### config.mk
export PLATFORM = sky130hd
export DESIGN_NAME = i2c_bus_monitor
export DESIGN_NICKNAME = d
export VERILOG_FILES = /design/src/rtl/i2c_mon_pkg.sv /design/src/rtl/i2c_line_filter.sv /design/src/rtl/i2c_bus_monitor.sv
export SDC_FILE = /design/constraint.sdc
export NUM_CORES = 1
export LEC_CHECK = 0
export BUFFER_PORTS_ARGS = -buffer_cell sky130_fd_sc_hd__buf_2
export CORE_ASPECT_RATIO = 1.1
export CORE_MARGIN = 3
export CORE_UTILIZATION = 53
export DETAILED_ROUTE_END_ITERATION = 7
export HOLD_SLACK_MARGIN = 0.08
export PLACE_DENSITY = 0.72
export SYNTH_ARGS = -nofsm -noshare
export SYNTH_HDL_FRONTEND = slang
export SYNTH_SLANG_ARGS = --single-unit
export TNS_END_PERCENT = 10
### constraint.sdc
create_clock -name clk_i -period 2.6 [get_ports clk_i]
set_input_delay 0.13 -clock clk_i [delete_from_list [all_inputs] [get_ports clk_i]]
set_output_delay 0.13 -clock clk_i [all_outputs]
set_load 0.05 [all_outputs]
### src/rtl/i2c_mon_pkg.sv
// Shared types for the passive I2C bus monitor: event kinds, decoder states
// and the registered event record.
package i2c_mon_pkg;

  typedef enum logic [2:0] {
    EV_NONE    = 3'd0,
    EV_START   = 3'd1,
    EV_RESTART = 3'd2,
    EV_STOP    = 3'd3,
    EV_ADDR    = 3'd4,
    EV_DATA    = 3'd5
  } i2c_mon_ev_t;

  typedef enum logic [1:0] {
    S_IDLE,
    S_ADDR,
    S_DATA,
    S_IGNORE
  } state_t;

  typedef struct packed {
    i2c_mon_ev_t kind;
    logic [7:0]  data;
    logic        rw;
    logic        ack;
    logic        abort;
  } i2c_mon_event_t;

  localparam logic [3:0] ACK_BIT_IDX = 4'd8;

endpackage

### src/rtl/i2c_line_filter.sv
// Synchronizer chain plus run-length glitch filter for one I2C line.
// Idle (reset) level is 1 so a released bus never produces a spurious edge.
module i2c_line_filter #(
  parameter int SYNC_STAGES = 2,
  parameter int FILTER_LEN  = 4
) (
  input  logic clk_i,
  input  logic rst_i,
  input  logic line_i,
  output logic filt_o
);

  localparam int CNT_W = (FILTER_LEN > 1) ? $clog2(FILTER_LEN) : 1;

  logic [SYNC_STAGES-1:0] r_sync;
  logic [CNT_W-1:0]       r_cnt;
  logic                   r_filt;
  logic                   w_synced;

  assign w_synced = r_sync[SYNC_STAGES-1];
  assign filt_o   = r_filt;

  // The filtered level flips on the FILTER_LEN-th consecutive differing sample.
  always_ff @(posedge clk_i) begin
    if (!rst_i) begin
      r_sync <= '1;
      r_cnt  <= '0;
      r_filt <= 1'b1;
    end else begin
      r_sync <= {r_sync[SYNC_STAGES-2:0], line_i};
      if (w_synced == r_filt) begin
        r_cnt <= '0;
      end else if (r_cnt == CNT_W'(FILTER_LEN - 1)) begin
        r_filt <= w_synced;
        r_cnt  <= '0;
      end else begin
        r_cnt <= r_cnt + CNT_W'(1);
      end
    end
  end

endmodule

### src/rtl/i2c_bus_monitor.sv
// Passive I2C decoder: filtered lines -> START/RESTART/STOP detection,
// address/data byte assembly with ACK, one registered event per occurrence.
module i2c_bus_monitor
  import i2c_mon_pkg::*;
#(
  parameter int SYNC_STAGES = 2,
  parameter int FILTER_LEN  = 4
) (
  input  logic        clk_i,
  input  logic        rst_i,
  input  logic        scl_i,
  input  logic        sda_i,
  output logic        ev_valid_o,
  output i2c_mon_ev_t ev_kind_o,
  output logic [7:0]  ev_data_o,
  output logic        ev_rw_o,
  output logic        ev_ack_o,
  output logic        ev_abort_o,
  output logic        bus_busy_o,
  output logic [7:0]  byte_cnt_o
);

  logic w_scl, w_sda;
  logic r_scl_d, r_sda_d;
  logic w_start, w_stop, w_scl_rise, w_scl_fall, w_bit;

  state_t         r_state, w_state;
  logic [7:0]     r_shift, w_shift;
  logic [3:0]     r_bit_cnt, w_bit_cnt;
  logic           r_pend, w_pend;
  logic [7:0]     r_byte_cnt, w_byte_cnt;
  logic           r_busy, w_busy;
  logic           r_ev_valid, w_ev_valid;
  i2c_mon_event_t r_ev, w_ev;

  function automatic logic [7:0] sat_inc8(input logic [7:0] v);
    return (v == 8'hFF) ? v : v + 8'd1;
  endfunction

  i2c_line_filter #(.SYNC_STAGES(SYNC_STAGES), .FILTER_LEN(FILTER_LEN)) u_scl_filt (
    .clk_i(clk_i), .rst_i(rst_i), .line_i(scl_i), .filt_o(w_scl)
  );
  i2c_line_filter #(.SYNC_STAGES(SYNC_STAGES), .FILTER_LEN(FILTER_LEN)) u_sda_filt (
    .clk_i(clk_i), .rst_i(rst_i), .line_i(sda_i), .filt_o(w_sda)
  );

  assign w_start    = r_scl_d & w_scl & r_sda_d & ~w_sda;
  assign w_stop     = r_scl_d & w_scl & ~r_sda_d & w_sda;
  assign w_scl_rise = ~r_scl_d & w_scl;
  assign w_scl_fall = r_scl_d & ~w_scl;
  // Same as current SDA unless SDA moved in this very cycle; then the prior level applies.
  assign w_bit      = r_sda_d;

  // Bits are taken on SCL rise but only counted on SCL fall, so the SCL rise that
  // precedes a STOP/RESTART is not mistaken for a partially shifted byte.
  always_comb begin
    w_state    = r_state;
    w_shift    = r_shift;
    w_bit_cnt  = r_bit_cnt;
    w_pend     = r_pend;
    w_byte_cnt = r_byte_cnt;
    w_busy     = r_busy;
    w_ev_valid = 1'b0;
    w_ev       = '0;
    w_ev.rw    = r_ev.rw;
    if (w_stop) begin
      w_ev_valid = 1'b1;
      w_ev.kind  = EV_STOP;
      w_ev.abort = (r_bit_cnt != 4'd0);
      w_busy     = 1'b0;
      w_state    = S_IDLE;
      w_bit_cnt  = 4'd0;
      w_pend     = 1'b0;
    end else if (w_start) begin
      w_ev_valid = 1'b1;
      if (r_state == S_IDLE) begin
        w_ev.kind = EV_START;
      end else begin
        w_ev.kind  = EV_RESTART;
        w_ev.abort = (r_bit_cnt != 4'd0);
      end
      w_busy     = 1'b1;
      w_byte_cnt = 8'd0;
      w_bit_cnt  = 4'd0;
      w_pend     = 1'b0;
      w_shift    = 8'd0;
      w_state    = S_ADDR;
    end else if ((r_state == S_ADDR) || (r_state == S_DATA)) begin
      if (w_scl_rise) begin
        if (r_bit_cnt == ACK_BIT_IDX) begin
          w_ev_valid = 1'b1;
          w_ev.data  = r_shift;
          w_ev.ack   = w_bit;
          w_bit_cnt  = 4'd0;
          if (r_state == S_ADDR) begin
            w_ev.kind = EV_ADDR;
            w_ev.rw   = r_shift[0];
            w_state   = w_bit ? S_IGNORE : S_DATA;
          end else begin
            w_ev.kind  = EV_DATA;
            w_byte_cnt = sat_inc8(r_byte_cnt);
            if (w_bit) w_state = S_IGNORE;
          end
        end else begin
          w_shift = {r_shift[6:0], w_bit};
          w_pend  = 1'b1;
        end
      end else if (w_scl_fall && r_pend) begin
        w_bit_cnt = r_bit_cnt + 4'd1;
        w_pend    = 1'b0;
      end
    end
  end

  always_ff @(posedge clk_i) begin
    if (!rst_i) begin
      r_scl_d    <= 1'b1;
      r_sda_d    <= 1'b1;
      r_state    <= S_IDLE;
      r_shift    <= 8'd0;
      r_bit_cnt  <= 4'd0;
      r_pend     <= 1'b0;
      r_byte_cnt <= 8'd0;
      r_busy     <= 1'b0;
      r_ev_valid <= 1'b0;
      r_ev       <= '0;
    end else begin
      r_scl_d    <= w_scl;
      r_sda_d    <= w_sda;
      r_state    <= w_state;
      r_shift    <= w_shift;
      r_bit_cnt  <= w_bit_cnt;
      r_pend     <= w_pend;
      r_byte_cnt <= w_byte_cnt;
      r_busy     <= w_busy;
      r_ev_valid <= w_ev_valid;
      r_ev       <= w_ev;
    end
  end

  assign ev_valid_o = r_ev_valid;
  assign ev_kind_o  = r_ev.kind;
  assign ev_data_o  = r_ev.data;
  assign ev_rw_o    = r_ev.rw;
  assign ev_ack_o   = r_ev.ack;
  assign ev_abort_o = r_ev.abort;
  assign bus_busy_o = r_busy;
  assign byte_cnt_o = r_byte_cnt;

endmodule

Word-level counts from Yosys, hierarchy flattened
Cells that the tools add are included.
{"block": "totals", "regBits": 51, "inputBits": 4}
{"block": "classes", "add_sub_neg": 4, "eq_ne": 13, "mux": 39, "bitwise_logic": 19, "n_reduce_logical": 24}
{"op": "$mux 8", "n": 10}
{"op": "$mux 13", "n": 3}
{"op": "$mux 1", "n": 18}
{"op": "$mux 4", "n": 3}
{"op": "$not 1->1", "n": 12}
{"op": "$reduce_and 4->1", "n": 3}
{"op": "$reduce_and 6->1", "n": 2}
{"op": "$reduce_bool 2->1", "n": 5}
{"op": "$reduce_or 3->1", "n": 3}
{"op": "$add 8x1->8 const B", "n": 1}
{"op": "$eq 8x8->1 const B", "n": 1}
{"op": "$mux 2", "n": 4}
{"op": "$ne 2x2->1 const B", "n": 4}
{"op": "$and 1x1->1", "n": 7}
{"op": "$eq 2x2->1 const B", "n": 3}
{"op": "$reduce_and 3->1", "n": 2}
{"op": "$reduce_or 6->1", "n": 1}
{"op": "$add 2x1->2 const B", "n": 2}
{"op": "$add 4x1->4 const B", "n": 1}
{"op": "$eq 4x4->1 const B", "n": 1}
{"op": "$reduce_and 2->1", "n": 2}
{"op": "$reduce_bool 4->1", "n": 1}
{"op": "$mux 3", "n": 1}
{"op": "$reduce_bool 3->1", "n": 1}
{"op": "other kinds (7)", "n": 8}

Depth between registers and ports, before layout
{"block": "depth", "word_depth": 7, "mapped_depth": 7, "mapped_depth_nobuf": 6}

Cells and area by module
Synthesis repeated with hierarchy kept, for this count alone.
{"block": "unflattened", "hier_cells": 217, "hier_area_um2": 2075.7}
{"module": "i2c_bus_monitor", "n_inst": 1, "cells_each": 191, "area_each_um2": 1737.9}
{"module": "i2c_line_filter", "n_inst": 2, "cells_each": 13, "area_each_um2": 168.9}

Least setup slack after synthesis
OpenSTA, ideal clock, no wires.
{"block": "synth_timing", "path_kind": "flip-flop to flip-flop", "start": "register r_byte_cnt[2] (netlist: byte_cnt_o[2])", "end": "register r_byte_cnt[7] (netlist: byte_cnt_o[7])", "arrival_ps": 1758, "required_ps": 2528, "path_slack_ps": 770, "path_stages_with_launch": 5, "path_cell_list": "dfxtp_1 > and4_4 > nand4_1 > or4_1 > a21oi_1"}
{"block": "synth_between", "elab_chain_len": 7, "elab_cells_between_ends": 10, "cone_classes": "add/sub: 1; eq/ne: 2; mux: 6; reduce/logical: 1"}
{"item": "start: declaration", "line_no": "i2c_bus_monitor.sv:31", "rtl": "logic [7:0] r_byte_cnt, w_byte_cnt;"}
{"item": "start signal: assignment", "line_no": "i2c_bus_monitor.sv:134", "rtl": "r_byte_cnt <= w_byte_cnt;"}
{"item": "$add 8x1->8", "line_no": "i2c_bus_monitor.sv:37", "rtl": "return (v == 8'hFF) ? v : v + 8'd1;"}
{"item": "$mux 8", "line_no": "i2c_bus_monitor.sv:37"}
{"item": "$mux 8", "line_no": "i2c_bus_monitor.sv:95", "rtl": "if (r_state == S_ADDR) begin"}
{"item": "$mux 8", "line_no": "i2c_bus_monitor.sv:90", "rtl": "if (r_bit_cnt == ACK_BIT_IDX) begin"}
{"item": "$mux 8", "line_no": "i2c_bus_monitor.sv:89", "rtl": "if (w_scl_rise) begin"}
{"item": "$mux 8", "line_no": "i2c_bus_monitor.sv:88", "rtl": "end else if ((r_state == S_ADDR) || (r_state == S_DATA)) begin"}
{"item": "$mux 8", "line_no": "i2c_bus_monitor.sv:74", "rtl": "end else if (w_start) begin"}
Parallel ways exist; a longest one is shown, timed or not. The select of a mux whose other input is x is not followed.
A chain may end at the register's enable or synchronous reset.

Worst setup path in the final report
{"block": "layout_timing", "start": "register r_state[0]", "end": "register r_byte_cnt[5] (netlist: byte_cnt_o[5])"}
{"block": "layout_between", "elab_chain_len": 4, "elab_cells_between_ends": 6, "cone_classes": "eq/ne: 3; reduce/logical: 3"}
{"item": "start: declaration", "line_no": "i2c_bus_monitor.sv:27", "rtl": "state_t r_state, w_state;"}
{"item": "start signal: assignment", "line_no": "i2c_bus_monitor.sv:130", "rtl": "r_state <= w_state;"}
{"item": "$eq 2x1->1 or $eq 2x2->1 (tied branches)", "line_no": "i2c_bus_monitor.sv:88, i2c_bus_monitor.sv:95"}
{"item": "$logic_or 1x1->1", "line_no": "i2c_bus_monitor.sv:88"}
{"item": "$reduce_bool 2->1 (no line)"}
{"item": "$reduce_and 6->1 (no line) (*)"}
Mark *: on every way between the ends. The rest lies on a longest branch, timed or not.

==> results.sh <==
export IMPL_fillerInstances=306
export IMPL_syn_area_mm2=0.00207
export IMPL_synth_most_common_cell="dfxtp_1"
export IMPL_clock_fmax_mhz=510
export IMPL_required_ns=2.83
export IMPL_end_kind="register"
export IMPL_area_growth_pct=14.6
export IMPL_synth_cell_types=40
export IMPL_hold_ws_ns=0.208
export IMPL_worstReg2RegStart="r_state[0]"
export IMPL_fin_nets=250
export IMPL_arrival_ns=2.19
export IMPL_synthFlopType="dfxtp_1"
export IMPL_cap_viol_max_count=0
export IMPL_cts_tree="done"
export IMPL_min_to="u_sda_filt.filt_o"
export IMPL_cts_clk_slew_worst_paths_ns=0.09
export IMPL_worst_slew_pin_slew_ns=0.659
export IMPL_cts_resized=0
export IMPL_syn_num_nets=224
export IMPL_synth_commonest_cells="dfxtp_1, nand2_1, a21boi_0, and3_1, nand3_1"
export IMPL_wl_per_cell_um=12.9
export IMPL_drive_gt1_frac=0.167
export IMPL_dieArea_mm2=0.00469
export IMPL_avgSynthCellArea_um2=9.72
export IMPL_skew_ns=0.00423
export IMPL_drt_iter0_markers=120
export IMPL_cts_root_buffer="clkbuf_8"
export IMPL_hold_start="rst_i"
export IMPL_die_h_um=71.6
export IMPL_timing_rr_end="byte_cnt_o[5]"
export IMPL_hp_class="in -> reg"
export IMPL_ctsHtreeMaxLevel=2
export IMPL_clk_latency_ns=0.30
export IMPL_cp_start_kind="register"
export IMPL_setup_tns_ns=0
export IMPL_ys_seq_area_frac=0.493
export IMPL_vias=1601
export IMPL_vias_per_cell=5.52
export IMPL_p_leak_nw=1.00
export IMPL_grt_ovfl_total=0
export IMPL_worstSetupPathType="reg -> reg"
export IMPL_yosysWarnings=0
export IMPL_seq_area_mm2=0.00102
export IMPL_cts_sinks=51
export IMPL_rsz0062_at_grt="false"
export IMPL_antenna_cells=0
export IMPL_multi_input_area_um2=971
export IMPL_peakVddDrop_v=0.000706
export IMPL_reg2reg_depth=6
export IMPL_holdPathStages=2
export IMPL_io_buffers=27
export IMPL_wirelength_um=3740
export IMPL_drc=0
export IMPL_drt_pass1_iterations=4
export IMPL_cts_buffers=5
export IMPL_synthCells=213
export IMPL_place_gp_congestion=0.853
export IMPL_cts_buffer_depth=2
export IMPL_cp_max_fo=15
export IMPL_initial_core_util=0.558
export IMPL_num_rows=23
export IMPL_ant_nets=0
export IMPL_fp_dieW_um=65.6
export IMPL_status="completed"
export IMPL_dp_hpwl_um=2530
export IMPL_rrSetupSlack_ns=0.64
export IMPL_synth_edf_count=0
export IMPL_power_density_mw_per_mm2=609
export IMPL_synth_top_area_frac=0.493
export IMPL_ys_ff_latch=51
export IMPL_grt_pass1_vias=1496
export IMPL_ys_async_sr_fraction=0
export IMPL_grt_max_degree=31
export IMPL_io_pins=28
export IMPL_grt_pass1_wl_um=6460
export IMPL_yosys_area_top_type="dfxtp_1"
export IMPL_hold_violations=0
export IMPL_grt_usage=0.173
export IMPL_synthTopCellsByArea="dfxtp_1, a21boi_0, ha_1"
export IMPL_setup_viol=0
export IMPL_period_needed_ns=1.96
export IMPL_timing_final_crit_share=0.754
export IMPL_antenna_found_initial=0
export IMPL_slew_headroom=0.559
export IMPL_slew_violations=0
export IMPL_core_mm2=0.00371
## layer usage
metal	vias up	wire length, um	part of all wire	GRT usage
met5	-	0	0	0
met2	43	1780	0.48	0.286
met1	738	1730	0.46	0.214
met3	6	168	0.045	0.0533
met4	0	57	0.015	0.0599
li1	814	-	-	-
## area by class of cell
| type | count | share of cell area |
|---|---|---|
| Sequential cell | 51 | 0.430 |
| Multi-Input combinational cell | 145 | 0.409 |
| Timing Repair Buffer | 29 | 0.0654 |
| Clock buffer | 5 | 0.0290 |
| Clock inverter | 3 | 0.0285 |
| Tap cell | 50 | 0.0264 |
| Inverter | 7 | 0.0111 |
## cell families (layout without fill, tap and decap cells)
logic type,Yosys count,in the layout,share of synthesized area
adders and majority gates,7,7,0.0423
AOI/OAI and AO/OA,45,45,0.144
buffers and inverters,17,44,0.0381
and+or+nand+nor,86,86,0.251
xor gates and xnor gates,4,4,0.0169
muxes,3,3,0.0145
DFF,51,51,0.493
## registers in the layout, indices dropped and copies added (netlist names), 2 cells and up
signal and cells:
u_scl_filt.r_sync 2, ev_kind_o 3, r_state 2, r_shift 8, u_sda_filt.r_sync 2, r_bit_cnt 4
byte_cnt_o 8, ev_data_o 8, u_sda_filt.r_cnt 2, u_scl_filt.r_cnt 2
## power by group
part	switching, mW	internal, mW
Clock	0.253	0.383
Combinational	0.0126	0.00974
Sequential	0.00150	0.784
Total	0.267	1.18
## worst max-delay path by stage
stage                    endpoint          start  cells after the start  slack (ns)
detailed placement  byte_cnt_o[5]     r_state[0]                      6        0.68
global route        byte_cnt_o[5]     r_state[0]                      6        0.51
floorplan           byte_cnt_o[7]  byte_cnt_o[2]                      4        0.77
global placement    byte_cnt_o[5]     r_state[0]                      6        0.73
finish              byte_cnt_o[5]     r_state[0]                      6        0.64
CTS                 byte_cnt_o[5]     r_state[0]                      6        0.65
## metrics by stage
step / cells / cell area [um2] / setup slack, ns / total power, mW / utilization
finish: 290 / 2370 / 0.639 / 1.44 / 0.639
global route: 290 / 2370 / 0.514 / 1.50 / 0.639
CTS: 290 / 2370 / 0.653 / 1.46 / 0.639
detailed placement: 280 / 2220 / 0.676 / 0.824 / 0.597
global placement: 280 / 2220 / 0.732 / 0.824 / 0.597
floorplan: 213 / 2070 / 0.770 / 0.819 / -
## cell usage in the layout, fill, tap and decap left out, drive strengths merged, types with 2 or more instances in the layout
cell,netlist,final
a21oi,11,11
clkbuf,5,5
nand2,17,17
o31ai,5,5
buf,5,27
and2,5,5
dlygate4sd3,0,2
nand3b,3,3
a21boi,13,13
nor3,2,2
nand4,2,2
and3,13,13
ha,7,7
mux2i,3,3
nor2,4,4
bufinv,0,2
nand2b,9,9
nor3b,2,2
inv,7,7
nand3,13,13
o21ai,8,8
and3b,2,2
dfxtp,51,51
xor2,2,2
and4,2,2
and4b,3,3
xnor2,2,2
or4,5,5
nor4bb,2,2
## critical path: stages (launching register included)
cell     delay [ns]
dfxtp_1        0.37
inv_1          0.05
ha_1           0.30
and3b_1        0.24
nand3_2        0.25
or4_1          0.54
a21oi_1        0.15
## what timing repair did
item                      in CTS  in global routing
hold endpoints to repair       2                  0
setup buffers                  0                  0
hold buffers                   2                  0
(Power assumes the default switching activity.)
